===== src/rtl/filt_peak_detect_16_pkg.sv =====
`default_nettype none
// +----------------------------------------------------------------------------+
// | filt_peak_detect_16_pkg : FSM encodings and defaults for the peak detector |
// | Rev 1.0                                                                    |
// +----------------------------------------------------------------------------+
package filt_peak_detect_16_pkg;

  typedef enum logic [1:0] {
    FPD_IDLE  = 2'd0,
    FPD_ARMED = 2'd1,
    FPD_WAIT  = 2'd2
  } fpd_state_e;

  localparam int unsigned FPD_DATA_WIDTH = 16;
  localparam int unsigned FPD_TS_WIDTH   = 16;
  localparam int unsigned FPD_MAX_SPAN   = 64;

  // Span counter only has to reach MAX_SPAN-1.
  function automatic int unsigned fpd_span_width(input int unsigned max_span);
    return (max_span <= 2) ? 1 : $clog2(max_span);
  endfunction

endpackage
`default_nettype wire


===== src/rtl/filt_peak_detect_16_evt_reg.sv =====
`default_nettype none
// +----------------------------------------------------------------------------+
// | filt_peak_detect_16_evt_reg : single-entry valid/ready event register with |
// | drop detection and sticky overflow flag.                     Rev 1.0       |
// +----------------------------------------------------------------------------+
module filt_peak_detect_16_evt_reg #(
  parameter int PAYLOAD_W = 33
) (
  input  logic                 clk,
  input  logic                 rst_n,
  input  logic                 load_valid,
  input  logic [PAYLOAD_W-1:0] load_data,
  output logic                 out_valid,
  output logic [PAYLOAD_W-1:0] out_data,
  input  logic                 out_ready,
  output logic                 ovf
);

  logic                 valid_q, valid_d;
  logic                 ovf_q, ovf_d;
  logic [PAYLOAD_W-1:0] data_q, data_d;

  always_comb begin
    valid_d = valid_q;
    data_d  = data_q;
    ovf_d   = ovf_q;
    if (valid_q && out_ready) begin
      valid_d = 1'b0;
    end
    // A slot frees up in the same cycle it is accepted, so back-to-back loads are lossless.
    if (load_valid) begin
      if (!valid_q || out_ready) begin
        valid_d = 1'b1;
        data_d  = load_data;
      end else begin
        ovf_d = 1'b1;
      end
    end
  end

  always_ff @(posedge clk) begin
    if (!rst_n) begin
      valid_q <= 1'b0;
      data_q  <= '0;
      ovf_q   <= 1'b0;
    end else begin
      valid_q <= valid_d;
      data_q  <= data_d;
      ovf_q   <= ovf_d;
    end
  end

  assign out_valid = valid_q;
  assign out_data  = data_q;
  assign ovf       = ovf_q;

endmodule
`default_nettype wire


===== src/rtl/filt_peak_detect_16.sv =====
`default_nettype none
// +----------------------------------------------------------------------------+
// | filt_peak_detect_16 : hysteresis pulse finder reporting peak value, peak   |
// | timestamp and timeout flag per pulse.                        Rev 1.0       |
// +----------------------------------------------------------------------------+
module filt_peak_detect_16
  import filt_peak_detect_16_pkg::*;
#(
  parameter int DATA_WIDTH = FPD_DATA_WIDTH,
  parameter int TS_WIDTH   = FPD_TS_WIDTH,
  parameter int MAX_SPAN   = FPD_MAX_SPAN
) (
  input  logic                  clk,
  input  logic                  rst_n,
  input  logic [DATA_WIDTH-1:0] data_in,
  input  logic                  data_valid,
  input  logic [DATA_WIDTH-1:0] thresh_hi,
  input  logic [DATA_WIDTH-1:0] thresh_lo,
  output logic [DATA_WIDTH-1:0] peak_val,
  output logic [TS_WIDTH-1:0]   peak_ts,
  output logic                  peak_trunc,
  output logic                  peak_valid,
  input  logic                  peak_ready,
  output logic                  busy,
  output logic                  ovf
);

  localparam int SPAN_W = fpd_span_width(MAX_SPAN);
  localparam logic [SPAN_W-1:0] SPAN_LAST = SPAN_W'(MAX_SPAN - 1);
  localparam int EVT_W = DATA_WIDTH + TS_WIDTH + 1;

  fpd_state_e                   state_q, state_d;
  logic [TS_WIDTH-1:0]          ts_q, ts_d;
  logic [TS_WIDTH-1:0]          max_ts_q, max_ts_d;
  logic signed [DATA_WIDTH-1:0] max_q, max_d;
  logic [SPAN_W-1:0]            span_q, span_d;
  logic                         busy_q, busy_d;

  logic signed [DATA_WIDTH-1:0] s, hi, lo;
  logic                         emit, emit_trunc;
  logic signed [DATA_WIDTH-1:0] emit_val;
  logic [TS_WIDTH-1:0]          emit_ts;
  logic [EVT_W-1:0]             evt_data;

  assign s  = $signed(data_in);
  assign hi = $signed(thresh_hi);
  assign lo = $signed(thresh_lo);

  always_comb begin
    state_d    = state_q;
    ts_d       = ts_q;
    max_d      = max_q;
    max_ts_d   = max_ts_q;
    span_d     = span_q;
    emit       = 1'b0;
    emit_trunc = 1'b0;
    emit_val   = max_q;
    emit_ts    = max_ts_q;
    if (data_valid) begin
      ts_d = ts_q + TS_WIDTH'(1);
      unique case (state_q)
        FPD_IDLE: begin
          if (s >= hi) begin
            state_d  = FPD_ARMED;
            max_d    = s;
            max_ts_d = ts_q;
            span_d   = SPAN_W'(1);
          end
        end
        FPD_ARMED: begin
          // Release wins over timeout, and the closing sample never counts toward the peak.
          if (s < lo) begin
            emit    = 1'b1;
            state_d = FPD_IDLE;
          end else begin
            if (s > max_q) begin
              max_d    = s;
              max_ts_d = ts_q;
            end
            if (span_q == SPAN_LAST) begin
              emit       = 1'b1;
              emit_trunc = 1'b1;
              emit_val   = max_d;
              emit_ts    = max_ts_d;
              state_d    = FPD_WAIT;
            end else begin
              span_d = span_q + SPAN_W'(1);
            end
          end
        end
        FPD_WAIT: begin
          if (s < lo) begin
            state_d = FPD_IDLE;
          end
        end
        default: state_d = FPD_IDLE;
      endcase
    end
    busy_d = (state_d != FPD_IDLE);
  end

  always_ff @(posedge clk) begin
    if (!rst_n) begin
      state_q  <= FPD_IDLE;
      ts_q     <= '0;
      max_q    <= '0;
      max_ts_q <= '0;
      span_q   <= '0;
      busy_q   <= 1'b0;
    end else begin
      state_q  <= state_d;
      ts_q     <= ts_d;
      max_q    <= max_d;
      max_ts_q <= max_ts_d;
      span_q   <= span_d;
      busy_q   <= busy_d;
    end
  end

  filt_peak_detect_16_evt_reg #(
    .PAYLOAD_W (EVT_W)
  ) u_evt_reg (
    .clk        (clk),
    .rst_n      (rst_n),
    .load_valid (emit),
    .load_data  ({emit_trunc, emit_ts, emit_val}),
    .out_valid  (peak_valid),
    .out_data   (evt_data),
    .out_ready  (peak_ready),
    .ovf        (ovf)
  );

  assign {peak_trunc, peak_ts, peak_val} = evt_data;
  assign busy = busy_q;

endmodule
`default_nettype wire

===== config.mk =====
export PLATFORM = sky130hd
export DESIGN_NAME = filt_peak_detect_16
export DESIGN_NICKNAME = d
export VERILOG_FILES = /design/src/rtl/filt_peak_detect_16_pkg.sv /design/src/rtl/filt_peak_detect_16_evt_reg.sv /design/src/rtl/filt_peak_detect_16.sv
export SDC_FILE = /design/constraint.sdc
export NUM_CORES = 1
export LEC_CHECK = 0
export CAP_MARGIN = 0
export CORE_MARGIN = 2
export CORE_UTILIZATION = 59
export CTS_BUF_LIST = sky130_fd_sc_hd__clkbuf_4 sky130_fd_sc_hd__clkbuf_8
export DETAILED_ROUTE_END_ITERATION = 10
export PLACE_DENSITY_LB_ADDON = 0.08
export SLEW_MARGIN = 10
export SYNTH_ARGS = -nofsm -noshare
export SYNTH_HDL_FRONTEND = slang
export SYNTH_SLANG_ARGS = --single-unit
export TNS_END_PERCENT = 20

===== constraint.sdc =====
create_clock -name clk -period 3.7 [get_ports clk]
set_clock_uncertainty 0.1 [all_clocks]
set_input_delay 0.37 -clock clk [delete_from_list [all_inputs] [get_ports clk]]
set_output_delay 0.37 -clock clk [all_outputs]
set_load 0.01 [all_outputs]

==> results of run 1 <==
==> metal layers <==
layer  track usage, %  vias up  part of all wire, %
met5                0        -                    0
met4             8.45        0                  1.6
met3             4.99       23                  5.4
met2             42.3      127                   46
met1             36.6     2118                   47
li1                 -     2286                    -
==> cell usage after synthesis (2+ instances only) <==
master,count
nand3_1,43
clkbuf_2,2
and2_1,4
and3_1,10
a31oi_1,2
nor3_1,5
and4_1,2
nand4_1,11
o211ai_1,2
a21o_1,6
buf_2,7
o21ai_0,43
o31ai_2,2
nor2b_1,6
mux2i_1,34
buf_6,4
a21oi_1,57
clkbuf_1,16
inv_1,53
ha_1,49
xor2_1,7
dfxtp_1,92
o21ai_1,30
nor2_1,29
nand2b_1,5
or3_1,5
nand2_1,45
buf_1,3
xnor2_1,5
a2111o_1,2
==> tightest hold or removal path, stage by stage (launching register included) <==
cell and delay (ns):
dfxtp_1 0.32, nand3_1 0.05, o21ai_1 0.05
==> worst max-delay path by stage <==
stage / start / endpoint / slack (ns)
global placement: data_in[13] / max_ts_q[6] / 0.13
global route: data_in[13] / max_q[2] / 0.17
floorplan: thresh_hi[15] / max_ts_q[14] / 1.11
detailed placement: data_in[13] / max_ts_q[7] / 0.01
CTS: data_in[13] / max_q[4] / 0.34
finish: data_in[13] / max_q[4] / 0.29
==> kinds of logic after synthesis <==
group / after synthesis
compound gates: 158
simple gates: 172
buf+inv: 87
mux: 34
flops: 92
xor+xnor: 12
fa+ha+maj: 49
==> where the power goes <==
group	internal [mW]	switching [mW]
clock network	0.385	0.369
registers	1.03	0.0279
logic	0.196	0.223
total	1.61	0.619
==> metrics by stage <==
stage	power (mW)	setup slack, ns
2_1_floorplan	1.31	1.11
3_5_place_dp	1.49	0.0124
3_3_place_gp	1.47	0.133
4_1_cts	2.23	0.338
5_1_grt	2.33	0.168
6_report	2.23	0.289
==> sequential cells by signal, summed over array words and instances (netlist names) <==
name                 cells
max_ts_q                16
u_evt_reg.ovf            1
u_evt_reg.out_data      33
u_evt_reg.out_valid      1
ts_q                    16
span_q                   6
max_q                   16
busy                     1
state_q                  2
==> area by class of cell <==
cell class | instances | area, sq um | area share [%]
Multi-Input combinational cell | 425 | 2850 | 45.2
Sequential cell | 92 | 1840 | 29.2
Timing Repair Buffer | 107 | 1050 | 16.7
Inverter | 54 | 203 | 3.22
Tap cell | 105 | 131 | 2.09
Clock buffer | 9 | 124 | 1.97
Clock inverter | 6 | 96.3 | 1.53
==> metrics.md, run 1 <==
| Metric | Value |
|---|---|
| Status | `completed` |
| RSZ-0062 raised after global routing | `false` |
| Largest net degree at the start of global routing | `between 90 and 100` |
| Tightest Pin Transition | `0.857 ns` |
| Vias post-DR | `about 4600` |
| Number of enable flip-flop cells after synthesis | `0` |
| Post-synth top area share | `36.4%` |
| Reg-to-reg startpoint | `max_q[12]` |
| Reg2Reg Setup Slack | `0.54 ns` |
| Data arrival, critical path | `roughly 3.6 ns` |
| Routed Antenna Nets | `0` |
| Fin. max-slew vios | `0` |
| Kind of critical path | `primary input to flip-flop` |
| Mapped Avg Cell Area | `8.38 sq um` |
| CP Launch Type | `primary input` |
| Power Density | `about 350 nW/um^2` |
| Final setup violation count | `0` |
| Die height | `96.6 um` |
| Synth area leaders | `dfxtp_1, ha_1, mux2i_1` |
| Synth area leader | `dfxtp_1` |
| Synth Flop Type | `dfxtp_1` |
| Area grow syn2layout | `24.4%` |
| Sequential share of the synthesized area | `36.4%` |
| Min Tclk post-route | `3.41 ns` |
| Hold depth | `2` |
| Kind of cell with the highest combined delay on the critical path | `compound AO/OA/AOI/OAI gates` |
| WHS Endpoint | `max_ts_q[12]` |
| R2r worst-path depth | `11` |
| Drt total wl | `approximately 12000 um` |
| Post-synthesis xor/xnor area fraction | `under 10%` |
| First-pass detailed-route iteration total | `5` |
| 1st-iter DRT viols | `230` |
| CTS max path bufs | `2` |
| Slew HR | `42.6%` |
| Root buf cell | `clkbuf_8` |
| Synth Area in Compound Gates | `18.4%` |
| Cell area after layout | `6300 sq um` |
| # Max-Cap Violations | `0` |
| # hold bufs at CTS | `0` |
| Initial Utilization | `between 60% and 70%` |
| Peak supply drop | `279 uV` |
| Post-CTS sizing | `0` |
| RePlAce Congestion | `between 0.8 and 0.9` |
| Cts bufs inserted | `9` |
| Post-route DRC violation count | `0` |
| Filler cell count | `588` |
| Ys async rst share | `0%` |
| Post-CTS Repair Setup Buffers | `0` |
| Die Area | `9340 sq um` |
| Netlist cell types | `53` |
| Sum Neg Setup Slack | `0 ns` |
| Top-level port count | `88` |
| HPWL after detailed placement | `8830 um` |
| Syn nets | `just over 700` |
| Warnings, synthesis | `0` |
| DIE WIDTH | `96.6 um` |
| Final Cycle Share | `around 92%` |
| Critical path cell sequence | `clkdlybuf4s50_1 > ha_1 > a21o_1 > a221o_1 > a31oi_1 > a31oi_2 > and3_1 > a2bb2oi_4 > buf_12 > nand3_1 > o21ai_1` |
| Main combinational cell family by area after synthesis | `compound AO/OA/AOI/OAI gates` |
| Post-layout util | `76.3%` |
| Most common cell after layout, fill and taps aside | `dfxtp_1` |
| FP Rows | `33` |
| Nets@finish | `790` |
| Clock-pin slew on the worst setup and hold paths | `0.10 ns` |
| Required @ worst endpoint | `3.89 ns` |
| Leakage | `about 2.5 nW` |
| Ant diodes | `0` |
| Crit path max fanout | `33` |
| Worst hold start | `max_ts_q[12]` |
| Post-synthesis mux area share | `6.72%` |
| Placed instance count | `783` |
| Skew-Pair Late Insertion Delay | `0.36 ns` |
| Global-route wire length before repair | `between 20000 and 25000 um` |
| Post-synthesis simple-gate area fraction | `17.0%` |
| Commonest cells after routing, fill and taps aside | `dfxtp_1, clkdlybuf4s50_1, a21oi_1` |
| CP max-delay cell | `a2bb2oi_4` |
| Avg WL per Cell | `15.3 um` |
| R2r endpoint | `max_q[4]` |
| Core area | `just over 8000 sq um` |
| Initial antenna violation count | `0` |
| Slowest Stage Delay on Critical Path | `0.70 ns` |
| Crit. path cell count | `11` |
| Adder-Cell Fraction of Synth Area | `12.1%` |
| Post-synthesis register bit count | `92` |
| Hold Fails Final Rpt | `0` |
| Final hold slack | `0.361 ns` |
| GRT Residual Overflow | `0` |
| Vias in the first global route | `4493` |
| Port bufs | `just under 90` |
| Total GRT Usage | `26.6%` |
| Clock sinks | `92` |
| H-tree Lvls | `3` |
| Fraction of layout cells with a size suffix above 1 | `7.36%` |
| Buf+Inv Stages, Crit Path | `2` |
| Placed standard-cell area | `between 6000 and 7000 sq um` |
| Fmax | `293 MHz` |
| Synthesized instance count | `604` |
| TritonCTS clock tree | `yes` |
| Drt via density | `roughly 5.7` |
| Final cell count without fillers | `798` |
| HP Class | `flip-flop to flip-flop` |
| Crit. End Element | `flip-flop` |
| Synthesized area | `5060 sq um` |
Note: power is estimated with default switching activity, not from simulation.
==> inputs of run 2 (changes only) <==
--- a/config.mk
+++ b/config.mk
@@ -6,6 +6,7 @@
 export NUM_CORES = 1
 export LEC_CHECK = 0
 export CAP_MARGIN = 0
+export CORE_ASPECT_RATIO = 1.25
 export CORE_MARGIN = 2
 export CORE_UTILIZATION = 59
 export CTS_BUF_LIST = sky130_fd_sc_hd__clkbuf_4 sky130_fd_sc_hd__clkbuf_8
==> run 2 against run 1 <==
  * Register-to-register slack better by 0.08 ns
  * Wire length fell by 2.5%
  * Via count decreased by 0.55%
  * Setup slack improved by 0.12 ns
  * Core utilization decreased by 1.8 points
  * Sequential power about the same
  * Sequential share of layout area up 0.62 points
  * Clock-buffer cell count up 3
  * Hold slack better by 0.0019 ns
  * Largest cell class unchanged
  * Largest power group unchanged
==> metrics.md, run 2 (synthesized netlist as in run 1, its figures left out) <==
| Metric | Value |
|---|---|
| Status | `completed` |
| Area grow syn2layout | `21.9%` |
| Peak supply drop | `about 270 uV` |
| DIE WIDTH | `86.8 um` |
| Core area | `~8300 sq um` |
| Min Tclk post-route | `3.29 ns` |
| Dpl ws | `roughly 0.086 ns` |
| Setup WS post-layout | `0.406 ns` |
| HP Class | `flip-flop to flip-flop` |
| RSZ-0062 raised after global routing | `false` |
| Clock-pin slew on the worst setup and hold paths | `0.09 ns` |
| Placed standard-cell area | `approximately 6000 sq um` |
| RePlAce Congestion | `0.879` |
| Sw frac | `between 20% and 30%` |
| Total GRT Usage | `26.5%` |
| Largest net degree at the start of global routing | `65` |
| Final Cycle Share | `89.0%` |
| Comb power frac | `19.8%` |
| Max reg flops | `33` |
| Drt via density | `5.81` |
| Met3 wire length | `approximately 540 um` |
| Sum Neg Setup Slack | `0 ns` |
| Die Area | `9340 sq um` |
| Reg power frac | `50.5%` |
| P_int | `1.49 mW` |
| Initial Utilization | `around 61%` |
| Switching power | `589 uW` |
| Required @ worst endpoint | `3.89 ns` |
| R2r worst-path depth | `11` |
| First-pass detailed-route iteration total | `4` |
| Data arrival, critical path | `3.49 ns` |
| Fraction of layout cells with a size suffix above 1 | `6.00%` |
| Crit. End Element | `flip-flop` |
| Root buf cell | `clkbuf_8` |
| Drt total wl | `~12000 um` |
| H-tree Lvls | `3` |
| Routed Antenna Nets | `0` |
| Clock sinks | `92` |
| Final setup violation count | `0` |
| CTS max path bufs | `2` |
| Tightest Pin Transition | `about 0.77 ns` |
| # hold bufs at CTS | `0` |
| Hold depth | `2` |
| Placed instance count | `roughly 770` |
| Vias in the first global route | `4371` |
| Commonest cells after routing, fill and taps aside | `dfxtp_1, clkdlybuf4s50_1, a21oi_1` |
| Post-CTS Repair Setup Buffers | `0` |
| Clock power frac | `29.7%` |
| CP Launch Type | `primary input` |
| GRT Residual Overflow | `0` |
| Fmax | `around 300 MHz` |
| Die height | `about 110 um` |
| TritonCTS clock tree | `yes` |
| Final hold slack | `around 0.36 ns` |
| Hold Fails Final Rpt | `0` |
| Port bufs | `87` |
| Post-CTS sizing | `0` |
| Nets@finish | `a little under 800` |
| Kind of critical path | `primary input to flip-flop` |
| Slew HR | `48.2%` |
| 1st-iter DRT viols | `around 180` |
| Power Density | `between 300 and 400 nW/um^2` |
| Vias post-DR | `4529` |
| Fin. max-slew vios | `0` |
| Most common cell after layout, fill and taps aside | `dfxtp_1` |
| FP Rows | `37` |
| Avg WL per Cell | `15.3 um` |
| Initial antenna violation count | `0` |
| Cts bufs inserted | `9` |
| Skew-Pair Late Insertion Delay | `0.36 ns` |
| # Max-Cap Violations | `0` |
| Top-level port count | `88` |
| Global-route wire length before repair | `19800 um` |
| Final cell count without fillers | `780` |
| Ant diodes | `0` |
| Post-route DRC violation count | `0` |
| HPWL after detailed placement | `just under 9000 um` |
| Met2 routed WL | `6030 um` |
| Met1 Wirelength | `between 4000 and 5000 um` |
| Leakage | `2.40 nW` |
| Cell area after layout | `6170 sq um` |
| Crit path max fanout | `36` |
| Top Metal Used | `met4` |
-- run 2: changes by cell type in the layout (fill, tap and decap cells not counted) --
cell / delta
buf_4: -10
bufinv_16: -2
clkbuf_4: +2
clkbuf_8: +1
clkinv_2: +1
clkinvlp_4: -1
inv_8: -1
-- run 2: final cells by class --
type / instances / area [sq um]
fill: 654 / 2120
multi-input combinational: 425 / 2850
timing repair buffer: 97 / 978
inverter: 54 / 203
clock buffer: 12 / 153
sequential: 92 / 1840
tap: 97 / 121
clock inverter: 3 / 22.5
-- run 2: layer usage --
layer | vias to the layer above | track usage [%]
met2 | 122 | 46.5
met5 | - | 0
met4 | 0 | 12.2
met3 | 34 | 4.68
met1 | 2109 | 30.9
li1 | 2264 | -
-- run 2: stage by stage --
stage          utilization, %  power [mW]
5_1_grt                  74.4        2.19
3_5_place_dp             72.3        1.48
4_1_cts                  74.4        2.10
6_report                 74.4        2.08
3_3_place_gp             72.3        1.47
2_1_floorplan               -        1.31
-- run 2: worst paths after layout --
path                                  start          end  slack (ns)
worst min register to register  max_ts_q[2]  max_ts_q[2]        0.36
worst min-delay path            max_ts_q[2]  max_ts_q[2]        0.36
worst max-delay path             data_in[9]  max_ts_q[1]        0.41
worst max register to register    max_q[12]  max_ts_q[1]        0.62
-- run 2: worst max-delay path, cell delays in order --
cell             delay (ns)
clkdlybuf4s50_1        0.65
ha_1                   0.30
a21o_1                 0.18
a21oi_1                0.16
a21oi_1                0.08
a2111o_1               0.39
and3_1                 0.21
a2bb2oi_4              0.64
buf_12                 0.27
nand3_1                0.10
o21ai_1                0.11
-- run 2: power groups by stage --
| stage | Clock (mW) | Combinational (mW) | Sequential, mW |
|---|---|---|---|
| after global placement | 0 | 0.392 | 1.07 |
| after detailed placement | 0 | 0.409 | 1.08 |
| final | 0.619 | 0.412 | 1.05 |
| after global routing | 0.669 | 0.459 | 1.06 |
| after CTS | 0.636 | 0.412 | 1.05 |
| after floorplan | 0 | 0.237 | 1.08 |
